File: config.mk
export PLATFORM = sky130hd
export DESIGN_NAME = instr_fetch
export DESIGN_NICKNAME = d
export VERILOG_FILES = /design/src/rtl/cpu_pkg.sv /design/src/rtl/instr_queue.sv /design/src/rtl/instr_fetch.sv
export SDC_FILE = /design/constraint.sdc
export NUM_CORES = 1
export LEC_CHECK = 0
export CAP_MARGIN = 0
export CORE_MARGIN = 10
export CORE_UTILIZATION = 57
export CTS_CLUSTER_DIAMETER = 30
export DETAILED_ROUTE_END_ITERATION = 6
export GPL_TIMING_DRIVEN = 0
export PLACE_DENSITY = 0.82
export SETUP_SLACK_MARGIN = 0.5
export SLEW_MARGIN = 20
export SYNTH_ARGS = -nofsm -noshare
export SYNTH_HDL_FRONTEND = slang
export SYNTH_HIERARCHICAL = 1
export SYNTH_SLANG_ARGS = --single-unit
File: constraint.sdc
create_clock -name clock -period 5.4 [get_ports clock]
set_clock_uncertainty 0.05 [all_clocks]
set_input_delay 1.08 -clock clock [delete_from_list [all_inputs] [get_ports clock]]
set_output_delay 1.08 -clock clock [all_outputs]
set_load 0.02 [all_outputs]
File: src/rtl/cpu_pkg.sv
// ---------------------------------------------------------------------------
// cpu_pkg
// Shared definitions for the 16-bit-instruction / 8-bit-byte-memory CPU:
// default byte-address width, 4-bit opcode constants and the fetch-state enum.
// ---------------------------------------------------------------------------
package cpu_pkg;

  localparam int CPU_ADDR_W = 8;

  localparam logic [3:0] OP_HLT = 4'h0;
  localparam logic [3:0] OP_LDA = 4'h1;
  localparam logic [3:0] OP_ADD = 4'h2;
  localparam logic [3:0] OP_STO = 4'h3;
  localparam logic [3:0] OP_SUB = 4'h4;
  localparam logic [3:0] OP_JNZ = 4'h5;
  localparam logic [3:0] OP_JNC = 4'h6;
  localparam logic [3:0] OP_JMP = 4'h7;
  localparam logic [3:0] OP_NOP = 4'h8;
  localparam logic [3:0] OP_CM1 = 4'h9;

  typedef enum logic [1:0] {
    S_HI   = 2'd0,
    S_LO   = 2'd1,
    S_PUSH = 2'd2,
    S_HALT = 2'd3
  } fetch_state_t;

endpackage

File: src/rtl/instr_queue.sv
// ---------------------------------------------------------------------------
// instr_queue
// QDEPTH-entry circular FIFO for fetched instructions (word + pc tag).
// Ports:
//   i_clock, i_reset_n  clock, async active-low reset
//   i_push, i_data      write one entry (ignored when full)
//   i_pop               remove head entry (ignored when empty)
//   i_flush             drop all entries, pointers back to 0 (wins over push/pop)
//   o_head              head entry, stable until popped
//   o_count             number of stored entries
//   o_full, o_empty     status flags
// ---------------------------------------------------------------------------
module instr_queue #(
  parameter int QDEPTH = 2,
  parameter int WIDTH  = 24
) (
  input  logic                       i_clock,
  input  logic                       i_reset_n,
  input  logic                       i_push,
  input  logic [WIDTH-1:0]           i_data,
  input  logic                       i_pop,
  input  logic                       i_flush,
  output logic [WIDTH-1:0]           o_head,
  output logic [$clog2(QDEPTH):0]    o_count,
  output logic                       o_full,
  output logic                       o_empty
);

  localparam int PTR_W = $clog2(QDEPTH);
  localparam int CNT_W = PTR_W + 1;

  logic [WIDTH-1:0] r_mem [QDEPTH];
  logic [PTR_W-1:0] r_wr_ptr;
  logic [PTR_W-1:0] r_rd_ptr;
  logic [CNT_W-1:0] r_count;

  logic w_push_ok;
  logic w_pop_ok;

  assign o_full    = (r_count == CNT_W'(QDEPTH));
  assign o_empty   = (r_count == '0);
  assign o_count   = r_count;
  assign o_head    = r_mem[r_rd_ptr];
  assign w_push_ok = i_push & ~o_full;
  assign w_pop_ok  = i_pop & ~o_empty;

  always_ff @(posedge i_clock or negedge i_reset_n) begin
    if (!i_reset_n) begin
      r_wr_ptr <= '0;
      r_rd_ptr <= '0;
      r_count  <= '0;
      for (int i = 0; i < QDEPTH; i++) begin
        r_mem[i] <= '0;
      end
    end else if (i_flush) begin
      r_wr_ptr <= '0;
      r_rd_ptr <= '0;
      r_count  <= '0;
    end else begin
      if (w_push_ok) begin
        r_mem[r_wr_ptr] <= i_data;
        r_wr_ptr        <= r_wr_ptr + PTR_W'(1);
      end
      if (w_pop_ok) begin
        r_rd_ptr <= r_rd_ptr + PTR_W'(1);
      end
      case ({w_push_ok, w_pop_ok})
        2'b10:   r_count <= r_count + CNT_W'(1);
        2'b01:   r_count <= r_count - CNT_W'(1);
        default: r_count <= r_count;
      endcase
    end
  end

endmodule

File: src/rtl/instr_fetch.sv
// ---------------------------------------------------------------------------
// instr_fetch
// Fetch stage: reads two bytes per instruction (high byte first) from a
// synchronous byte memory, queues {word, pc} and hands the head to decode
// with valid/ready. Redirect flushes and restarts; an HLT stops fetching.
// Ports:
//   clock, reset_n            clock, async active-low reset
//   mem_rd, mem_addr          registered byte read strobe / address
//   mem_rdata                 read data, valid the cycle after mem_rd
//   ir_valid/ir_ready         head handshake; ir_data/ir_pc head word and pc
//   redirect_valid/_pc        flush and restart at redirect_pc (bit 0 forced 0)
//   halted                    fetch stopped after an HLT
//
// state  | meaning
// S_HI   | issue high-byte read when queue (incl. in-flight word) has room
// S_LO   | issue low-byte read at pc+1
// S_PUSH | high byte arriving; advance pc, HLT check
// S_HALT | no reads until redirect
// ---------------------------------------------------------------------------
module instr_fetch
  import cpu_pkg::*;
#(
  parameter int         ADDR_W = CPU_ADDR_W,
  parameter int         QDEPTH = 2,
  parameter logic [3:0] HLT_OP = OP_HLT
) (
  input  logic              clock,
  input  logic              reset_n,
  output logic              mem_rd,
  output logic [ADDR_W-1:0] mem_addr,
  input  logic [7:0]        mem_rdata,
  output logic              ir_valid,
  input  logic              ir_ready,
  output logic [15:0]       ir_data,
  output logic [ADDR_W-1:0] ir_pc,
  input  logic              redirect_valid,
  input  logic [ADDR_W-1:0] redirect_pc,
  output logic              halted
);

  localparam int CNT_W = $clog2(QDEPTH) + 1;
  localparam int QW    = 16 + ADDR_W;

  fetch_state_t      r_state, w_state_nxt;
  logic [ADDR_W-1:0] r_pc, w_pc_nxt;
  logic              r_mem_rd, w_mem_rd_nxt;
  logic [ADDR_W-1:0] r_mem_addr, w_mem_addr_nxt;
  logic              r_rd_hi, w_rd_hi_nxt;
  logic [ADDR_W-1:0] r_rd_pc, w_rd_pc_nxt;
  logic              r_halted, w_halted_nxt;

  // Read-response tracking: memory answers one cycle after the strobe, so
  // the data path runs one cycle behind the FSM.
  logic              r_rsp_vld;
  logic              r_rsp_hi;
  logic [ADDR_W-1:0] r_rsp_pc;
  logic [7:0]        r_hi_byte;

  logic              w_pending;
  logic              w_push;
  logic              w_pop;
  logic [CNT_W-1:0]  w_q_count;
  logic [CNT_W:0]    w_fill;
  logic              w_space;
  logic              w_q_empty;
  logic              w_unused_q_full;
  logic              w_unused_pc0;
  logic [QW-1:0]     w_q_head;

  assign w_unused_pc0 = redirect_pc[0];

  // A low-byte response this cycle becomes a push at the edge, so it already
  // occupies a slot when S_HI decides whether to start the next fetch.
  assign w_pending = r_rsp_vld & ~r_rsp_hi;
  assign w_fill    = {1'b0, w_q_count} + (CNT_W+1)'(w_pending);
  assign w_space   = (w_fill < (CNT_W+1)'(QDEPTH));
  assign w_push    = w_pending & ~redirect_valid;
  assign w_pop     = ir_valid & ir_ready;

  instr_queue #(
    .QDEPTH (QDEPTH),
    .WIDTH  (QW)
  ) u_queue (
    .i_clock   (clock),
    .i_reset_n (reset_n),
    .i_push    (w_push),
    .i_data    ({r_hi_byte, mem_rdata, r_rsp_pc}),
    .i_pop     (w_pop),
    .i_flush   (redirect_valid),
    .o_head    (w_q_head),
    .o_count   (w_q_count),
    .o_full    (w_unused_q_full),
    .o_empty   (w_q_empty)
  );

  assign ir_valid = ~w_q_empty;
  assign ir_data  = w_q_head[QW-1:ADDR_W];
  assign ir_pc    = w_q_head[ADDR_W-1:0];
  assign mem_rd   = r_mem_rd;
  assign mem_addr = r_mem_addr;
  assign halted   = r_halted;

  always_ff @(posedge clock or negedge reset_n) begin
    if (!reset_n) begin
      r_state    <= S_HI;
      r_pc       <= '0;
      r_mem_rd   <= 1'b0;
      r_mem_addr <= '0;
      r_rd_hi    <= 1'b0;
      r_rd_pc    <= '0;
      r_halted   <= 1'b0;
      r_rsp_vld  <= 1'b0;
      r_rsp_hi   <= 1'b0;
      r_rsp_pc   <= '0;
      r_hi_byte  <= '0;
    end else begin
      r_state    <= w_state_nxt;
      r_pc       <= w_pc_nxt;
      r_mem_rd   <= w_mem_rd_nxt;
      r_mem_addr <= w_mem_addr_nxt;
      r_rd_hi    <= w_rd_hi_nxt;
      r_rd_pc    <= w_rd_pc_nxt;
      r_halted   <= w_halted_nxt;
      // Redirect kills the response to any strobe still on the bus.
      r_rsp_vld  <= r_mem_rd & ~redirect_valid;
      r_rsp_hi   <= r_rd_hi;
      r_rsp_pc   <= r_rd_pc;
      if (r_rsp_vld && r_rsp_hi) begin
        r_hi_byte <= mem_rdata;
      end
    end
  end

  always_comb begin
    w_state_nxt    = r_state;
    w_pc_nxt       = r_pc;
    w_mem_rd_nxt   = 1'b0;
    w_mem_addr_nxt = r_mem_addr;
    w_rd_hi_nxt    = r_rd_hi;
    w_rd_pc_nxt    = r_rd_pc;
    w_halted_nxt   = r_halted;

    if (redirect_valid) begin
      w_state_nxt  = S_HI;
      w_pc_nxt     = {redirect_pc[ADDR_W-1:1], 1'b0};
      w_halted_nxt = 1'b0;
    end else begin
      case (r_state)
        S_HI: begin
          if (w_space) begin
            w_mem_rd_nxt   = 1'b1;
            w_mem_addr_nxt = r_pc;
            w_rd_hi_nxt    = 1'b1;
            w_rd_pc_nxt    = r_pc;
            w_state_nxt    = S_LO;
          end
        end
        S_LO: begin
          w_mem_rd_nxt   = 1'b1;
          w_mem_addr_nxt = r_pc + ADDR_W'(1);
          w_rd_hi_nxt    = 1'b0;
          w_state_nxt    = S_PUSH;
        end
        S_PUSH: begin
          // mem_rdata carries the high byte in this state.
          w_pc_nxt = r_pc + ADDR_W'(2);
          if (mem_rdata[7:4] == HLT_OP) begin
            w_state_nxt  = S_HALT;
            w_halted_nxt = 1'b1;
          end else begin
            w_state_nxt = S_HI;
          end
        end
        S_HALT: begin
          w_halted_nxt = 1'b1;
        end
        default: begin
          w_state_nxt = S_HI;
        end
      endcase
    end
  end

endmodule

---- Yosys cells after proc, flatten, opt, wreduce, memory -nomap -nowiden ----
Cells that the tools add are included.
word-level totals
  bits in registers ....................... 99
  input port bits ......................... 20
  output and inout bits ................... 35
cells by class
  $add $sub $neg .......................... 7
  order comparisons ....................... 4
  eq/ne operators ......................... 9
  muxes and demuxes ....................... 28
  bitwise logic cells ..................... 12
  reduce and logical (&&, ||, !) cells .... 17
operators with widths
  kind                                                                    number
  24-bit two-way mux                                                      4
  48-bit bitwise mux                                                      1
  24-bit demux with 1-bit select                                          1
  8-bit two-way mux                                                       3
  8-bit case mux with 2 select lines                                      1
  1-bit two-way mux                                                       9
  8-bit by 1-bit adder with 8-bit output (second input constant)          1
  8-bit by 2-bit adder with 8-bit output (second input constant)          1
  2-bit equality test (second input constant)                             4
  2-bit two-way mux                                                       4
  2-bit nonzero test                                                      4
  1-bit AND                                                               6
  3-bit inequality test (second input constant)                           2
  1-bit case mux with 2 select lines                                      3
  2-bit case mux with 3 select lines                                      1
  2-bit AND reduction                                                     3
  3-bit AND reduction                                                     2
  3-bit nonzero test                                                      2
  2-bit by 1-bit equality test with 1-bit output (second input constant)  2
  2-bit greater-or-equal comparator (second input constant)               2
  2-bit zero test                                                         2
  4-bit zero test                                                         1
  1-bit NOT                                                               4
  1-bit NOT with 2-bit output                                             2
  10 further kinds                                                        12

---- Logic depth before layout (Yosys ltp) ----
  word-level depth ........................ 7
  gate-level depth with buffers ........... 8
  mapped depth without buffers ............ 5

---- Cells and area by module ----
The synthesis kept the hierarchy.
modules (own cells, without submodules)
  module       instances  cells an instance  area an instance (um2)  seq. area each (um2)
  instr_queue  1          152                2362.3                  1301.2
  instr_fetch  1          141                1836.8                  1101.1

---- Least setup slack after synthesis ----
No wires, ideal clock.
  kind .................................... input to register
  start ................................... in redirect_valid
  end ..................................... reg u_queue/r_mem[32] (netlist name)
  arrival time ............................ 3.098 ns
  path slack .............................. 2.127 ns
  cell stages on the path ................. 7
  cell sequence ........................... clkbuf_1 clkbuf_1 nor3b_1 inv_1 nor4_2 buf_2 mux2_2
on the way
  cells in the longest elaborated chain, start to end .. 4
RTL lines
  what                            RTL line           text
  start: declaration              instr_fetch.sv:36  input logic redirect_valid,
  1-bit NOT (no line)             -
  1-bit AND                       instr_fetch.sv:77  assign w_push = w_pending & ~redirect_valid;
  named net w_push                instr_fetch.sv:60  logic w_push;
  1-bit AND                       instr_queue.sv:44  assign w_push_ok = i_push & ~o_full;
  2-bit AND reduction (no line)   -
  end signal: indexed assignment  instr_queue.sv:61  r_mem[r_wr_ptr] <= i_data;
  end: declaration                instr_queue.sv:32  logic [WIDTH-1:0] r_mem [QDEPTH];
The timed path passes the listed nets, and every way through them passes these cells.
A chain may end at the register's enable or synchronous reset.

---- Worst setup path in the final report ----
  start ................................... in redirect_valid
  end ..................................... reg u_queue/r_mem[27] (netlist name)
Same word-level chain as after synthesis.

==> results by group <==
Status
  • Status: finished, final reports clean

Logic synthesis
  • Synth area leader: dfrtp_1
  • Synthesized instance count: just under 300
  • Post-synth top area share: about 57%
  • Sequential area share after synthesis: 57.2%
  • Top_reg_cell synth: dfrtp_1
  • EDFF count, synth: 0
  • Yosys cell types: 36
  • Synth top cells by count: dfrtp_1, mux2_2, mux2_4
  • Most frequent cell after synthesis: dfrtp_1
  • Synth Register Bits: between 90 and 100
  • Async set or reset register ratio after synthesis: 100%
  • Synth top area cells: dfrtp_1, mux2_2, mux2_4
  • Synth Cell Area: 4200 sq um
  • Syn Area/Cell: around 14 sq um
  • Yosys Warn Count: 6

Finish
  • Fillers: 503
  • Nets: approximately 380
  • Antenna cell count: 0
  • Fraction of layout instances using a drive strength above 1: 33.8%
  • Register area: between 2000 and 2500 sq um
  • Area of the multi-input gates: 1700 sq um
  • Area Growth Syn to Fin: 21.2%

Global routing
  • Gr ovfl total: 0
  • Vias in the first global route: 2,741
  • Largest net degree at the start of global routing: approximately 80
  • First-pass GRT wire length: 14,000 microns
  • GR Util All Layers: ~15%
  • Initial antenna violation count: 0

Power
  • Power, Total: around 2.4 mW
  • Peak supply drop: 0.000297 V
  • PD cells: about 480 nW/um^2
  • Static Leak: about 2.3 nW

Setup path
  • CP startpoint kind: primary input
  • Worst path cell trace: clkdlybuf4s50_1 -> clkbuf_1 -> clkbuf_1 -> nor3b_1 -> inv_1 -> nor4_2 -> buf_2 -> mux2_2
  • Setup CP Type: in -> reg
  • Worst reg2reg startpoint: r_rsp_hi$_DFF_PN0_
  • Buffers plus inverters on the worst setup path: 5
  • R2r setup slk: 2.67 ns
  • CP required: roughly 5.6 ns
  • Slowest stage delay, CP: 0.72 ns
  • R2r endpoint: u_queue/r_mem[27]$_DFFE_PN0P_
  • CP max FO: 14
  • Critical path's top delay family: buffers and inverters
  • Worst reg-to-reg path cell count: 5
  • WP data arrival: 4.63 ns
  • Slowest cell on the critical path: nor4_2
  • Worst setup EP type: flop
  • Most Frequent Cell on Critical Path: clkbuf_1

CTS
  • CTS tree: built
  • Worst-path clk slew: about 0.09 ns
  • CTS Hold Buffers Added: 0
  • Clock Tree Buf Depth: 2
  • Post-CTS Setup Inserts: 0
  • CTS Sinks: 96
  • H-tree levels: 3
  • Clock root cell: clkbuf_8
  • Inserted Clock Buffers: 9
  • Post-CTS Resized: 0
  • Later-pin clock latency in the skew report: around 0.36 ns

Route
  • Total wire length: slightly above 8000 microns
  • Drt first pass iters: 4
  • DRT antenna net count: 0
  • Routed len/inst: approximately 18 microns
  • DRC: 0
  • Vias per cell: 5.52
  • Vias post-DR: 2,558
  • Initial DRC Count: 66

Placement
  • Place WS: between 0.6 and 0.7 ns
  • Port Buffers: 53
  • DP HPWL: ~6000 microns
  • Final Wtd Congestion: 0.817

Hold path
  • Min-Delay Path Depth: 0
  • Min-Delay Path Class: reg -> reg
  • Hold Crit Start: r_rd_hi$_DFFE_PN0P_
  • WHS Endpoint: r_rsp_hi$_DFF_PN0_

Timing
  • Fin. max-slew vios: 0
  • Max frequency: 0.225 GHz
  • PnR worst setup slack: 0.965 ns
  • Final worst-path cycle share: 82.1%
  • Slew @ Worst Pin: 0.817 ns
  • Min Tclk post-route: 4.43 ns
  • RSZ-0062 raised after global routing: false
  • Endpoints failing setup: 0
  • Slew headroom: 45.0%
  • Setup TNS: 0 ns
  • Hold Vio Cnt, Final: 0

Floorplan
  • CORE AREA: 7210 sq um
  • Initial core utilization: 58.2%
  • Die area: 11,200 sq um
  • Chip width: around 110 microns
  • I/O Pins: 55
  • Die H: 106 microns
  • FP Rows: 31

Run
  • Max-Cap Viols: 0
-- per-stage QoR --
| stage | hold slack [ns] | utilization [%] | std cells | area, sq um |
|---|---|---|---|---|
| after global placement | 0.310 | 67.3 | 446 | 4860 |
| after floorplan | 0.304 | - | 294 | 4200 |
| after global routing | 0.353 | 70.5 | 463 | 5090 |
| after CTS | 0.334 | 70.5 | 463 | 5090 |
| final | 0.333 | 70.5 | 463 | 5090 |
| after detailed placement | 0.313 | 67.7 | 447 | 4890 |
-- metal layers --
| metal | vias up | share of wire, % | global-route usage [%] |
|---|---|---|---|
| met2 | 71 | 48 | 24.4 |
| met3 | 10 | 5.0 | 4.08 |
| met5 | - | 0 | 0 |
| met1 | 1296 | 45 | 19.5 |
| li1 | 1181 | - | - |
| met4 | 0 | 1.3 | 6.38 |
-- placed cells by master (no fill, tap or decap), types with 3 or more instances in the layout --
| master | netlist | routed |
|---|---|---|
| a21oi_1 | 6 | 6 |
| buf_2 | 4 | 4 |
| buf_6 | 3 | 4 |
| clkbuf_1 | 5 | 5 |
| clkbuf_8 | 0 | 9 |
| clkdlybuf4s50_1 | 0 | 52 |
| clkinv_4 | 0 | 3 |
| dfrtp_1 | 96 | 96 |
| ha_1 | 5 | 5 |
| inv_1 | 7 | 7 |
| mux2_2 | 67 | 67 |
| mux2_4 | 27 | 27 |
| nand2_1 | 14 | 14 |
| nand3_1 | 5 | 5 |
| nand4_1 | 3 | 3 |
| nor2_1 | 5 | 5 |
| nor2b_1 | 5 | 5 |
| o21ai_0 | 13 | 13 |
| xor2_1 | 4 | 4 |
-- kinds of logic (layout without fill, tap and decap cells) --
logic type               count (synthesis)  in the layout  share of synthesized area [%]
AO/OA/AOI/OAI                           26             26                           3.67
XOR/XNOR                                 5              5                           1.04
adder cells (fa/ha/maj)                  5              5                           1.49
buffers and inverters                   19             89                           2.35
flip-flops                              96             96                           57.2
multiplexers                            95             95                           27.9
other                                    1              2                         0.0893
AND/OR/NAND/NOR                         46             46                           6.29
-- area by class of cell --
class,count,area share [%]
repair buffers,54,11.0
multi-input cells,179,33.4
plain buffers,12,1.43
clock buffers,9,2.43
clock inverters,7,1.55
inverters,7,0.516
flip-flops and latches,96,47.2
well taps,99,2.43
-- where the power goes --
group          switching, mW  total (mW)  internal, mW
Clock                  0.254       0.473         0.219
Sequential             0.136        1.09         0.951
Combinational          0.388       0.889         0.501
-- how the worst max path moves through the flow --
| stage | depth (start not counted) | slack [ns] | from | to |
|---|---|---|---|---|
| 4_1_cts | 8 | 0.99 | redirect_valid | u_queue/r_mem[27]$_DFFE_PN0P_ |
| 3_3_place_gp | 1 | -0.23 | reset_n | r_rsp_vld$_DFF_PN0_ |
| 5_1_grt | 8 | 0.69 | redirect_valid | u_queue/r_mem[27]$_DFFE_PN0P_ |
| 3_5_place_dp | 8 | 0.61 | redirect_valid | u_queue/r_mem[45]$_DFFE_PN0P_ |
| 2_1_floorplan | 7 | 2.13 | redirect_valid | u_queue/r_mem[32]$_DFFE_PN0P_ |
| 6_report | 8 | 0.97 | redirect_valid | u_queue/r_mem[27]$_DFFE_PN0P_ |
-- worst register-to-register path, cell delays in order (launching register included) --
cell and delay, ns:
dfrtp_1 0.41, nor3b_1 0.46, inv_1 0.19, nor4_2 0.72
buf_2 0.42, mux2_2 0.37
-- sequential cells by signal, summed over array words and instances, names as in the netlist --
name / count
r_rd_hi: 1
mem_addr: 8
r_rsp_pc: 7
u_queue/o_count: 2
u_queue/r_wr_ptr: 1
u_queue/r_mem: 48
r_hi_byte: 8
r_pc: 7
u_queue/r_rd_ptr: 1
r_rsp_vld: 1
r_state: 2
mem_rd: 1
r_rsp_hi: 1
r_rd_pc: 7
halted: 1
(Power assumes the default switching activity.)
==> variant 1: new RTL, same flow settings <==
Reset style: synchronous (`i_reset_n` and `reset_n`), changed in 2 clocked blocks. Comments in the files are not updated.
--- a/src/rtl/instr_queue.sv
+++ b/src/rtl/instr_queue.sv
@@ -45,5 +45,5 @@
   assign w_pop_ok  = i_pop & ~o_empty;
 
-  always_ff @(posedge i_clock or negedge i_reset_n) begin
+  always_ff @(posedge i_clock) begin
     if (!i_reset_n) begin
       r_wr_ptr <= '0;
--- a/src/rtl/instr_fetch.sv
+++ b/src/rtl/instr_fetch.sv
@@ -101,5 +101,5 @@
   assign halted   = r_halted;
 
-  always_ff @(posedge clock or negedge reset_n) begin
+  always_ff @(posedge clock) begin
     if (!reset_n) begin
       r_state    <= S_HI;
Function: differs if reset_n is asserted again (counterexample within 4 cycles, from zero or initial values and one cycle with reset_n low); with reset_n held inactive, the same outputs for 4 cycles.
==> variant 1 against the original RTL <==
  * Register-to-register slack got worse by 0.33 ns
  * Routed wire length up 1.0%
  * Synthesized area is 0.57% higher
  * Global-route usage down 0.31 points
  * Design area hardly changed
  * Sequential share of layout area grew 0.38 points
  * Final cell count grew 15%
  * Sequential cell count increased by 1
  * Critical path depth decreased by 2
  * Setup slack improved by 0.69 ns
Power is not compared: it rests on default switching activity, and its combinational part moved more than twofold at a synthesized area within 25%.
==> variant 1: results (changes against the original RTL) <==
| Metric | Value |
|---|---|
| Multi-input logic cell count | 240 (+34%) |
| Seq/total area | 0.476 (+0.00382) |
| Clock buffers and inverters, area share | 0.0334 (-0.00640) |
| Fin crit share | 0.694 (-0.127) |
| Crit-path max cell delay | 0.88 ns (+0.16 ns) |
| Data buffer area share | 0.132 (+0.00734) |
| # nets final | 453 (+18%) |
| Routability congestion estimate from global placement | 0.864 (+5.8%) |
| WP data arrival | 3.68 ns (-0.95 ns) |
| Number of global-route vias before repair | 2863 (+4.5%) |
| Layout area overhead | 20.5% |
| Post-synth ARST share | 0 (-1.00) |
| Routed WL | 8.32 mm (+1.0%) |
| Status | complete, no violations |
| Sequential cell area fraction in the yosys report | 0.574 (+0.00152) |
| Filler cells | 527 (+4.8%) |
| Worst R2R Setup Slack | 2.34 ns (-0.33 ns) |
| Worst-case hold slack | 0.400 ns (+0.0670 ns) |
| Placement Cell Area | 0.00492 mm2 (+0.69%) |
| Routed wl met3 | 416 um (+1.2%) |
| Worst Hold Path Cells | 1 (+1) |
| Post-synthesis instance total | 361 (+23%) |
| Number of synthesized register bits | 97 (+1.0%) |
| Met3 usage | 0.0362 (-0.00457) |
| Synth unique cells | 44 (+22%) |
| Met2 WL | 4.03 mm (+1.4%) |
| Largest net degree at the start of global routing | 25 (-69%) |
| EDFF count, synth | 48 (+48) |
| Synth top area cells | edfxtp_1 34%, dfxtp_1 23%, and2_1 8.7%, mux2_2 6.4%, nand2_1 2.8% |
| Vias | 2819 (+10%) |
| Critical path's top delay family | simple AND/OR/NAND/NOR gates |
| Final HPWL DP | 6.01 mm (+2.9%) |
| Top FF cell, synth | dfxtp_1 |
| Global-route usage over all layers | 0.151 (-0.00313) |
| 1st-iter DRT viols | 68 (+3.0%) |
| Met1 Use GR | 0.180 (-0.0150) |
-- variant 1: changes by cell type in the layout (fill, tap and decap cells not counted), sizes merged, moves of 3 or more --
cell    delta
nand3     +12
or4b       -3
mux2i      +8
edfxtp    +48
nand2     +17
dfrtp     -96
clkbuf     +4
dfxtp     +49
a21boi    +15
o21ai      +6
xnor2      +3
mux2      -69
and2      +59
nand2b     +4
-- variant 1: cells by family (layout without fill, tap and decap cells) --
family | after synthesis | in the layout | synth area share
XOR/XNOR | 7 | 7 | 0.0145
adder cells (fa/ha/maj) | 6 | 6 | 0.0178
flip-flops | 97 | 97 | 0.574
AND/OR/NAND/NOR | 139 | 139 | 0.191
other | 1 | 2 | 0.000888
buffers and inverters | 25 | 95 | 0.0326
multiplexers | 34 | 34 | 0.0889
AO/OA/AOI/OAI | 52 | 52 | 0.0803
==> variant 2: new RTL, same settings <==
Without the edit above. `QDEPTH` is set to 2 in 2 places; all go to 8.
--- a/src/rtl/instr_queue.sv
+++ b/src/rtl/instr_queue.sv
@@ -12,5 +12,5 @@
 // ---------------------------------------------------------------------------
 module instr_queue #(
-  parameter int QDEPTH = 2,
+  parameter int QDEPTH = 8,
   parameter int WIDTH  = 24
 ) (
--- a/src/rtl/instr_fetch.sv
+++ b/src/rtl/instr_fetch.sv
@@ -22,5 +22,5 @@
 #(
   parameter int         ADDR_W = CPU_ADDR_W,
-  parameter int         QDEPTH = 2,
+  parameter int         QDEPTH = 8,
   parameter logic [3:0] HLT_OP = OP_HLT
 ) (
Function: changed (Yosys sat finds a counterexample within 10 cycles, from zero or initial values and one cycle with reset_n low).
==> variant 2 against the original RTL <==
  * Synthesized area grew to 2.7 times the old value
  * Setup slack worse by 0.13 ns
  * Synthesized cell count grew 150%
  * Design area rose to 2.7 times the old value
  * Sequential cell count increased by 150
  * Routed wire length increased to 3.1 times the old value
  * Total power rose by 140%
  * Combinational power decreased by 4.7%
==> variant 2: results (changes against the original RTL) <==
| Metric | Value |
|---|---|
| Status | complete, no violations |
| Worst-case vdd ir drop | 0.334 mV (+12%) |
| # Post-CTS Setup Buffers | 0 (unchanged) |
| Clock-pin slew on the worst setup and hold paths | 0.04 ns (-0.05 ns) |
| Fraction of final layout cells sized beyond drive strength 1 | 0.457 (+0.119) |
| Post-CTS Resized | 0 (unchanged) |
| 1st-iter DRT viols | 248 (+280%) |
| Worst-Skew Late Latency | 0.55 ns (+0.19 ns) |
| # nets final | 867 (+130%) |
| Biggest register | u_queue/r_mem |
| Met3 usage | 0.0412 (+0.000376) |
| Synth warn | 6 (unchanged) |
| Least-Margin Pin Slew | 1.01 ns (+0.197 ns) |
| Routed WL | 25.2 mm (+210%) |
| First-pass detailed-route iteration total | 4 (unchanged) |
| Inserted Clock Buffers | 48 (+39) |
| Vias/cell | 5.86 (+6.1%) |
| Leakage | 6.64 nW (+180%) |
| R2R cell count | 10 (+5) |
| Initial antenna violation count | 0 (unchanged) |
| Hold WC Path Type | reg2reg |
| Placement Cell Area | 0.0123 mm2 (+150%) |
| Final HPWL DP | 16.0 mm (+170%) |
| Antenna fix cells | 0 (unchanged) |
| I/O Buffers | 53 (unchanged) |
| Routability congestion estimate from global placement | 0.929 (+14%) |
| Largest net degree at the start of global routing | 97 (+20%) |
| First-pass GRT wire length | 41.4 mm (+200%) |
| Met2 Use GR | 0.333 (+0.0883) |
| Largest register FFs | 192 (+300%) |
| Worst Hold Path Cells | 0 (unchanged) |
| Met1 Use GR | 0.249 (+0.0536) |
| Final Hold Viols | 0 (unchanged) |
| Global-route usage over all layers | 0.197 (+0.0432) |
| Crit Path Max Fanout | 10 (-4) |
| CTS Buffer Depth | 3 (+1) |
| Number of global-route vias before repair | 7678 (+180%) |
| Root Driver | clkbuf_16 |
| H-tree depth | 2 (-1) |
==> variant 2: changes by cell type in the layout (fill, tap and decap cells not counted), moves of 20 or more <==
cell / before / now
clkbuf_1: 5 / 25
clkbuf_16: 0 / 49
mux4_2: 0 / 48
mux2_2: 67 / 214
dfrtp_1: 96 / 246
==> variant 2: final timing paths <==
check	start	end	slack, ns
worst min register to register	r_rd_pc[3]$_DFFE_PN0P_	r_rsp_pc[3]$_DFF_PN0_	0.32
worst max-delay path	u_queue/r_rd_ptr[1]$_DFFE_PN0P_	ir_data[10]	0.84
min in group asynchronous	reset_n	u_queue/r_mem[182]$_DFFE_PN0P_	0.43
worst min-delay path	r_rd_pc[3]$_DFFE_PN0P_	r_rsp_pc[3]$_DFF_PN0_	0.32
max in group asynchronous	reset_n	mem_addr[7]$_DFFE_PN0P_	3.59
worst max register to register	u_queue/o_count[3]$_DFFE_PN0P_	u_queue/o_count[3]$_DFFE_PN0P_	2.64
==> variant 2: layout make-up <==
| class | instances | area, um2 |
|---|---|---|
| sequential | 246 | 6160 |
| fill | 1266 | 5670 |
| tap | 265 | 332 |
| buffer | 48 | 348 |
| clock buffer | 67 | 1390 |
| clock inverter | 21 | 179 |
| timing repair buffer | 55 | 591 |
| multi-input combinational | 430 | 4830 |
| inverter | 8 | 30.0 |
==> variant 2: power breakdown <==
part	leakage, nW	internal (W)	switching (W)	total (W)
Combinational	2.54	0.000457	0.000390	0.000847
Sequential	3.33	0.00205	0.000214	0.00226
Clock	0.771	0.00185	0.000950	0.00280
==> variant 2: per-layer routing <==
layer | wire length (um) | up-vias
li1 | - | 2925
met1 | 10900 | 3565
met2 | 12800 | 162
met3 | 1120 | 30
met4 | 354 | 0
met5 | 0 | -
==> variant 2: through the flow <==
step	setup WS [ns]	cells
global placement	-6.26	1050
floorplan	2.12	732
global route	0.765	1140
CTS	0.831	1140
finish	0.838	1140
detailed placement	0.976	1052
==> variant 2: critical path, stage by stage, from the launching register on <==
cell and delay, ns:
dfrtp_1 0.44, clkbuf_1 0.53, clkbuf_1 0.69, mux4_2 0.42
mux2_2 0.28, clkdlybuf4s50_1 0.54
